### config.mk
export PLATFORM = sky130hd
export DESIGN_NAME = ntt_result_drainer
export DESIGN_NICKNAME = d
export VERILOG_FILES = /design/src/rtl/ntt_pkg.sv /design/src/rtl/ntt_modq_canon.sv /design/src/rtl/ntt_result_drainer.sv
export SDC_FILE = /design/constraint.sdc
export NUM_CORES = 2
export LEC_CHECK = 0
export CAP_MARGIN = 20
export CORE_AREA = 2 2 428 430
export CTS_CLUSTER_DIAMETER = 60
export CTS_CLUSTER_SIZE = 16
export DETAILED_ROUTE_END_ITERATION = 7
export DIE_AREA = 0 0 430 432
export HOLD_SLACK_MARGIN = 0.08
export PLACE_DENSITY = 0.58
export SYNTH_ARGS = -nofsm -noshare
export SYNTH_HDL_FRONTEND = slang
export SYNTH_SLANG_ARGS = --single-unit
### constraint.sdc
create_clock -name clk -period 4.2 [get_ports clk]
set_input_delay 1.05 -clock clk [delete_from_list [all_inputs] [get_ports clk]]
set_output_delay 1.05 -clock clk [all_outputs]
set_load 0.01 [all_outputs]
### src/rtl/ntt_pkg.sv
// ntt_pkg: constants and types shared by the NTT result path.
//   Q, N, DW, AW  : modulus, frame length, coefficient width, frame index width
//   drain_state_e : drainer FSM states
//   bitrev()      : AW-bit index reversal for bit-reversed-order frames
package ntt_pkg;
  localparam int unsigned N  = 128;
  localparam int unsigned DW = 16;
  localparam int unsigned Q  = 12289;
  localparam int unsigned AW = $clog2(N);

  typedef enum logic [1:0] {
    S_IDLE  = 2'd0,
    S_LOAD  = 2'd1,
    S_DRAIN = 2'd2
  } drain_state_e;

  function automatic logic [AW-1:0] bitrev(input logic [AW-1:0] a);
    logic [AW-1:0] r;
    r = '0;
    for (int i = 0; i < AW; i++) r[i] = a[AW-1-i];
    return r;
  endfunction
endpackage

### src/rtl/ntt_modq_canon.sv
// ntt_modq_canon: combinational reduction of a coefficient in [0,2Q) to [0,Q).
//   x_i : coefficient in [0,2Q)
//   y_o : canonical coefficient in [0,Q)
// Inputs >= 2Q are out of contract; they get one truncated subtraction of Q.
module ntt_modq_canon
  import ntt_pkg::*;
#(
  parameter int unsigned DW = ntt_pkg::DW,
  parameter int unsigned Q  = ntt_pkg::Q
) (
  input  logic [DW-1:0] x_i,
  output logic [DW-1:0] y_o
);
  localparam logic [DW-1:0] QV = DW'(Q);

  assign y_o = (x_i >= QV) ? (x_i - QV) : x_i;
endmodule

### src/rtl/ntt_result_drainer.sv
// ntt_result_drainer: collects one frame of N NTT coefficients, reduces each
// to [0,Q), buffers the frame, then drains it into the clk2->clk3 async FIFO
// write port one word per accepted cycle under fifo_full back-pressure.
//   clk, rst_n           : clk2 clock, async active-low reset
//   in_valid/in_data     : coefficient stream from the butterfly engine
//   in_ready             : high while idle or loading
//   fifo_full            : FIFO write-side full flag
//   out_valid/out_data   : FIFO winc / wdata (registered)
//   busy                 : high until the frame is fully drained
//   frame_done           : one-cycle pulse after the last word is accepted
// Build option: NTT_DRAIN_BITREV_EN drains in bit-reversed index order so a
// bit-reversed-order NTT comes out in natural order.
module ntt_result_drainer #(
  parameter int unsigned N  = ntt_pkg::N,
  parameter int unsigned DW = ntt_pkg::DW,
  parameter int unsigned Q  = ntt_pkg::Q
) (
  input  logic          clk,
  input  logic          rst_n,
  input  logic          in_valid,
  input  logic [DW-1:0] in_data,
  output logic          in_ready,
  input  logic          fifo_full,
  output logic          out_valid,
  output logic [DW-1:0] out_data,
  output logic          busy,
  output logic          frame_done
);
  import ntt_pkg::*;

  localparam int unsigned ADDR_W = $clog2(N);

  drain_state_e        state_q, state_d;
  logic [ADDR_W-1:0]   ld_cnt_q, ld_cnt_d;
  // Number of words already moved into the output register this frame.
  logic [ADDR_W:0]     dr_cnt_q, dr_cnt_d;
  logic                out_valid_q, out_valid_d;
  logic [DW-1:0]       out_data_q, out_data_d;
  logic                frame_done_q, frame_done_d;

  logic [DW-1:0]       mem [N];
  logic [DW-1:0]       canon;
  logic [ADDR_W-1:0]   rd_addr;
  logic                ld_fire, acc;

  ntt_modq_canon #(.DW(DW), .Q(Q)) u_canon (
    .x_i (in_data),
    .y_o (canon)
  );

  assign in_ready = (state_q == S_IDLE) || (state_q == S_LOAD);
  assign busy     = (state_q != S_IDLE);
  assign ld_fire  = in_valid && in_ready;
  assign acc      = out_valid_q && !fifo_full;

`ifdef NTT_DRAIN_BITREV_EN
  always_comb begin
    rd_addr = '0;
    for (int i = 0; i < ADDR_W; i++) rd_addr[i] = dr_cnt_q[ADDR_W-1-i];
  end
`else
  assign rd_addr = dr_cnt_q[ADDR_W-1:0];
`endif

  // Frame buffer: contents are don't-care after reset.
  always_ff @(posedge clk) begin
    if (ld_fire) mem[ld_cnt_q] <= canon;
  end

  always_comb begin
    state_d      = state_q;
    ld_cnt_d     = ld_cnt_q;
    dr_cnt_d     = dr_cnt_q;
    out_valid_d  = out_valid_q;
    out_data_d   = out_data_q;
    frame_done_d = 1'b0;
    case (state_q)
      S_IDLE, S_LOAD: begin
        if (ld_fire) begin
          // ld_cnt wraps to 0 on the last word of the frame.
          ld_cnt_d = ld_cnt_q + 1'b1;
          state_d  = (ld_cnt_q == ADDR_W'(N-1)) ? S_DRAIN : S_LOAD;
        end
      end
      S_DRAIN: begin
        if (acc && (dr_cnt_q == (ADDR_W+1)'(N))) begin
          // Last word leaves this edge.
          out_valid_d  = 1'b0;
          out_data_d   = '0;
          dr_cnt_d     = '0;
          frame_done_d = 1'b1;
          state_d      = S_IDLE;
        end else if (acc || !out_valid_q) begin
          // Refill the output register; a full FIFO holds it instead.
          out_valid_d = 1'b1;
          out_data_d  = mem[rd_addr];
          dr_cnt_d    = dr_cnt_q + 1'b1;
        end
      end
      default: state_d = S_IDLE;
    endcase
  end

  always_ff @(posedge clk or negedge rst_n) begin
    if (!rst_n) begin
      state_q      <= S_IDLE;
      ld_cnt_q     <= '0;
      dr_cnt_q     <= '0;
      out_valid_q  <= 1'b0;
      out_data_q   <= '0;
      frame_done_q <= 1'b0;
    end else begin
      state_q      <= state_d;
      ld_cnt_q     <= ld_cnt_d;
      dr_cnt_q     <= dr_cnt_d;
      out_valid_q  <= out_valid_d;
      out_data_q   <= out_data_d;
      frame_done_q <= frame_done_d;
    end
  end

  assign out_valid  = out_valid_q;
  assign out_data   = out_data_q;
  assign frame_done = frame_done_q;
endmodule
# After elaboration in Yosys (flattened, before gate mapping)
# Memory sizes are Yosys's and may differ from the RTL's.
# Index checks and enable logic that the tools add are counted.
# word_totals
regBits	35
n_memories	1
input_bits	20
ramBits	2048
output_inout_bits	20
word_cells	46
latchBits	0
romBits	0
# op_classes
n_bitwise	0
n_mul	0
reduce_logical	14
eq_ne	6
shift	0
add_sub_neg	3
order_cmp	1
n_div	0
n_mux	15
# mem_list
memory	depth	width	rd	rd_ports_with_merged_regs	wr	line_no	text
mem	128	16	1	0	1	ntt_result_drainer.sv:41	logic [DW-1:0] mem [N];
# op_table
cell	n
16-bit two-way mux	3
16-bit by 14-bit >= comparator with 1-bit output (second input constant)	1
8-bit two-way mux	2
16-bit by 14-bit subtractor with 16-bit output (second input constant)	1
8-bit by 1-bit adder with 8-bit output (second input constant)	1
8-bit == test (second input constant)	1
7-bit by 1-bit adder with 7-bit output (second input constant)	1
7-bit == test (second input constant)	1
1-bit two-way mux	6
2-bit two-way mux	3
2-bit AND reduction	3
2-bit != test (second input constant)	2
2-bit case mux with 2 select lines	1
2-bit nonzero test	2
1-bit logical AND	3
2-bit by 1-bit == test with 1-bit output (second input constant)	1
2-bit == test (second input constant)	1
1-bit logical NOT	2
2-bit logical NOT	1
1-bit logical OR	2
2-bit OR reduction	1

# Logic depth before layout (Yosys ltp)
# logic_depth
ltp_word	5
depth_mapped	13

# Modules after synthesis
# From an unflattened synthesis, not the netlist that was laid out.
# unflattened
hier_cells	3699
hier_area_um2	80851.3
# by_module_without_submodules
module	seq_area_each_um2	cells_each	area_per_inst_um2	instances
ntt_result_drainer	62374.8	3641	80377.1	1
ntt_modq_canon	0.0	58	474.2	1

# Least setup slack after synthesis
# No wires, ideal clock.
# synth_path
kind	in2reg
start	in in_data[0]
end	mem mem[0][3], data pin
arrival_time_ns	7.065
slack_ns	-4.062
required_ns	3.002
n_path_buf	1
path_stages	8
cell_sequence	inv_1 ha_1 nor3b_1 nand4_1 o211ai_1 and2_1 clkbuf_1 o21ai_0
# synth_between
elab_chain_cells	2
word_cells_on_any_way	3
# synth_lines
element	line_no	text
start: declaration	ntt_result_drainer.sv:21	input logic [DW-1:0] in_data,
16-bit by 14-bit subtractor with 16-bit output or 16-bit by 14-bit >= comparator with 1-bit output (tied branches)	ntt_modq_canon.sv:16	assign y_o = (x_i >= QV) ? (x_i - QV) : x_i;
16-bit two-way mux (*)	ntt_modq_canon.sv:16	
net canon[3]	ntt_result_drainer.sv:42	logic [DW-1:0] canon;
end: declaration	ntt_result_drainer.sv:41	
# The timed path passes the listed nets; every way through them passes the cells marked *.

# Worst setup path after layout
# layout_path
start	reg dr_cnt_q[0]
end	reg out_data_q[2] (netlist: out_data[2])
# layout_between
elab_chain_cells	4
word_cells_on_any_way	7
# layout_lines
element	line_no	text
start: declaration	ntt_result_drainer.sv:36	logic [ADDR_W:0] dr_cnt_q, dr_cnt_d;
start signal: assignment	ntt_result_drainer.sv:115	dr_cnt_q <= dr_cnt_d;
parallel branches: the longest is 4 deep, another holds memory 128 x 16 bit	--	
end signal: assignment	ntt_result_drainer.sv:117	out_data_q <= out_data_d;
end: declaration	ntt_result_drainer.sv:38	logic [DW-1:0] out_data_q, out_data_d;
# Parallel ways; which one is timed is not known. The select of a mux whose other input is x is not followed.
# A chain may end at the register's enable or synchronous reset.

==> results.cfg <==
[run_status]
status = complete, no violations

[sta]
fmax_ghz = 0.272
worst_slew_pin_slew_ps = 1000
rsz0062_at_grt = false
finalHoldViolCount = 0
fin_crit_sh = 0.876
finalCriticalPeriod_ps = 3680
worst_slack_ps = 521
relSlewSlack = 0.333
setup_violations = 0
skew_ps = 46.7
fin_tns_setup_ps = 0
slew_viol_final = 0

[detailed_routing]
wl_per_cell_um = 32.6
vias_per_cell = 6.10
first_iter_violations = 4752
ant_nets = 0
via_count = 40289
drc = 0
firstDrtPassIters = 6
routed_wl_um = 215000

[critical_path]
crit_arrival_ps = 4360
crit_path_start_kind = register
end_kind = register
required_ps = 4880
critical_path_class = register to register
r2r_cells = 8
r2r-end = out_data[2]
ff2ff_setup_slack_ps = 520
path_max_fanout = 23
r2r-start = dr_cnt_q[0]

[synth]
yosys.area_share.simple = 0.0253
yosysWarnings = 0
synth_edf_count = 2048
syn_area_per_cell_um2 = 21.3
synth-compound-area-share = 0.0325
yosys.area.top_type_share = 0.757
synthArstFlopShare = 0.0168
synth_fp_nets = 3835
synth.distinct_cells = 72
synth_area_leader_cell = edfxtp_1
synth_seq_cells = 2083
synth_cells = 3810
ys.flop_type = edfxtp_1
ys_seq_area_frac = 0.768
synth_area_um2 = 81200
synth_commonest_cells = edfxtp_1, mux4_2, mux2i_1
synthMostInstantiatedCell = edfxtp_1
synth_mux_area_frac = 0.153
synth_area_leaders = edfxtp_1, mux4_2, mux2i_1, dfrtp_1, nor2_1
synth-adder-area-share = 0.000770
synth_xor_area_frac = 0.00205
synth_top_family_by_area = multiplexers

[cts]
clock_sinks = 2083
clockBufferDepth = 3
cts_resized = 0
clock_latency_ps = 840
cts_setup_buffers = 0
cts_root_buffer = clkbuf_16
clkTransAtPathRegs_ps = 70
cts_tree = yes
cts_made_buffers = 160
ctsHoldBuffers = 0
cts_max_level = 4

[floorplanning]
ioPinCount = 40
die_y_um = 432
initial_core_util = 0.447
dieArea_um2 = 186000
die_w_um = 430
rows = 157
core_um2 = 182000

[cells_and_area]
area_growth_pct = 13.2
multi_input_area_um2 = 17800
num-fill-cells = 14262
nNetsFinal = 4173
ff_latch_area_um2 = 62400
drive_gt1_frac = 0.268
stdcell_area_um2 = 91900

[placement]
gp_congestion = 0.855
placed_area_um2 = 87000
dpl.hpwl_um = 133000
portBuffers = 39
place_ws_ps = 77.0

[power_and_ir_drop]
p_leak_nw = 29.0
swShare = 0.248
clockPowerShare = 0.335
seqPwrFrac = 0.531
power.density_nw_per_um2 = 485
power.total_mw = 44.6
ir_drop_v = 0.000444
p_int_mw = 33.6
switching_power_mw = 11.0
combinationalPowerShare = 0.133

[global_route]
antenna_found_initial = 2
grt_pass1_vias = 39983
grt_start_max_net_pins = 129
grt_pass1_wl_um = 306000
grt_usage = 0.233
grt_overflow = 0

[hold_path]
hp-class = input pin to asynchronous set/reset pin

[job]
maxCapViolCount = 0
-- sequential cells by signal (all words and copies together) (netlist names) --
name / count
mem: 2048
out_valid: 1
out_data: 16
frame_done: 1
state_q: 2
ld_cnt_q: 7
dr_cnt_q: 8
-- routing by layer --
layer  track usage  wire length, um
met3        0.0368            14100
met2         0.379           105000
met4        0.0559             4670
met5             0                0
met1         0.333            91400
-- cell type report --
class | count | area share
multi-input cells | 1500 | 0.194
well taps | 2385 | 0.0325
inverters | 10 | 0.000463
repair buffers | 393 | 0.0414
clock buffers | 180 | 0.0452
diodes | 3 | 0.0000817
flip-flops and latches | 2083 | 0.679
clock inverters | 55 | 0.00807
-- critical path, stage by stage, from the launching register on --
cell,delay (ps)
dfrtp_4,840
buf_12,320
buf_4,320
buf_12,250
mux4_2,530
o31ai_1,210
a21oi_1,170
a2111oi_0,680
a311oi_1,100
-- stage by stage --
stage / std cells / hold slack, ps / util
3_3_place_gp: 6371 / 490 / 0.479
2_1_floorplan: 3810 / 450 / -
4_1_cts: 6606 / 292 / 0.506
3_5_place_dp: 6371 / 512 / 0.479
6_report: 6609 / 318 / 0.506
5_1_grt: 6607 / 368 / 0.506
-- power by group through the flow --
stage	combinational (mW)	clock (mW)	sequential (mW)
CTS	6.02	15.3	23.7
global placement	5.98	0	24.1
finish	5.94	15.0	23.7
detailed placement	6.00	0	24.2
floorplan	3.93	0	24.0
global route	6.27	16.0	23.7
-- cells by family (layout without fill, tap and decap cells) --
| logic type | count (synthesis) | in the layout |
|---|---|---|
| other | 0 | 3 |
| muxes | 675 | 675 |
| AOI/OAI and AO/OA | 359 | 359 |
| xor gates and xnor gates | 19 | 19 |
| and+or+nand+nor | 442 | 442 |
| buffers and inverters | 227 | 638 |
| adders and majority gates | 5 | 5 |
| DFF | 2083 | 2083 |
-- how the worst max path moves through the flow --
stage / startpoint / end / slack, ps / depth (start not counted)
6_report: dr_cnt_q[0] / out_data[2] / 520 / 8
5_1_grt: dr_cnt_q[0] / out_data[2] / 390 / 8
4_1_cts: dr_cnt_q[0] / out_data[2] / 430 / 8
3_5_place_dp: in_data[1] / mem[6][8] / 80 / 10
3_3_place_gp: in_data[1] / mem[126][6] / 100 / 11
2_1_floorplan: in_data[1] / mem[0][1] / -490 / 7
-- placed cells by master (no fill, tap or decap), drive strengths merged, types with 11 or more instances in the layout --
cell	n
inv	22
xnor2	11
nand2b	12
clkinv	28
a221o	27
nand4	14
nor2	164
o31ai	29
nand3	36
nor4	13
o21ai	53
nor2b	18
mux4	449
clkdlybuf4s50	38
edfxtp	2048
clkbuf	180
a21oi	59
mux2i	216
nand2	104
a22oi	38
buf	355
a221oi	50
nor3	29
dfrtp	35
o22ai	17
(Power assumes the default switching activity.)
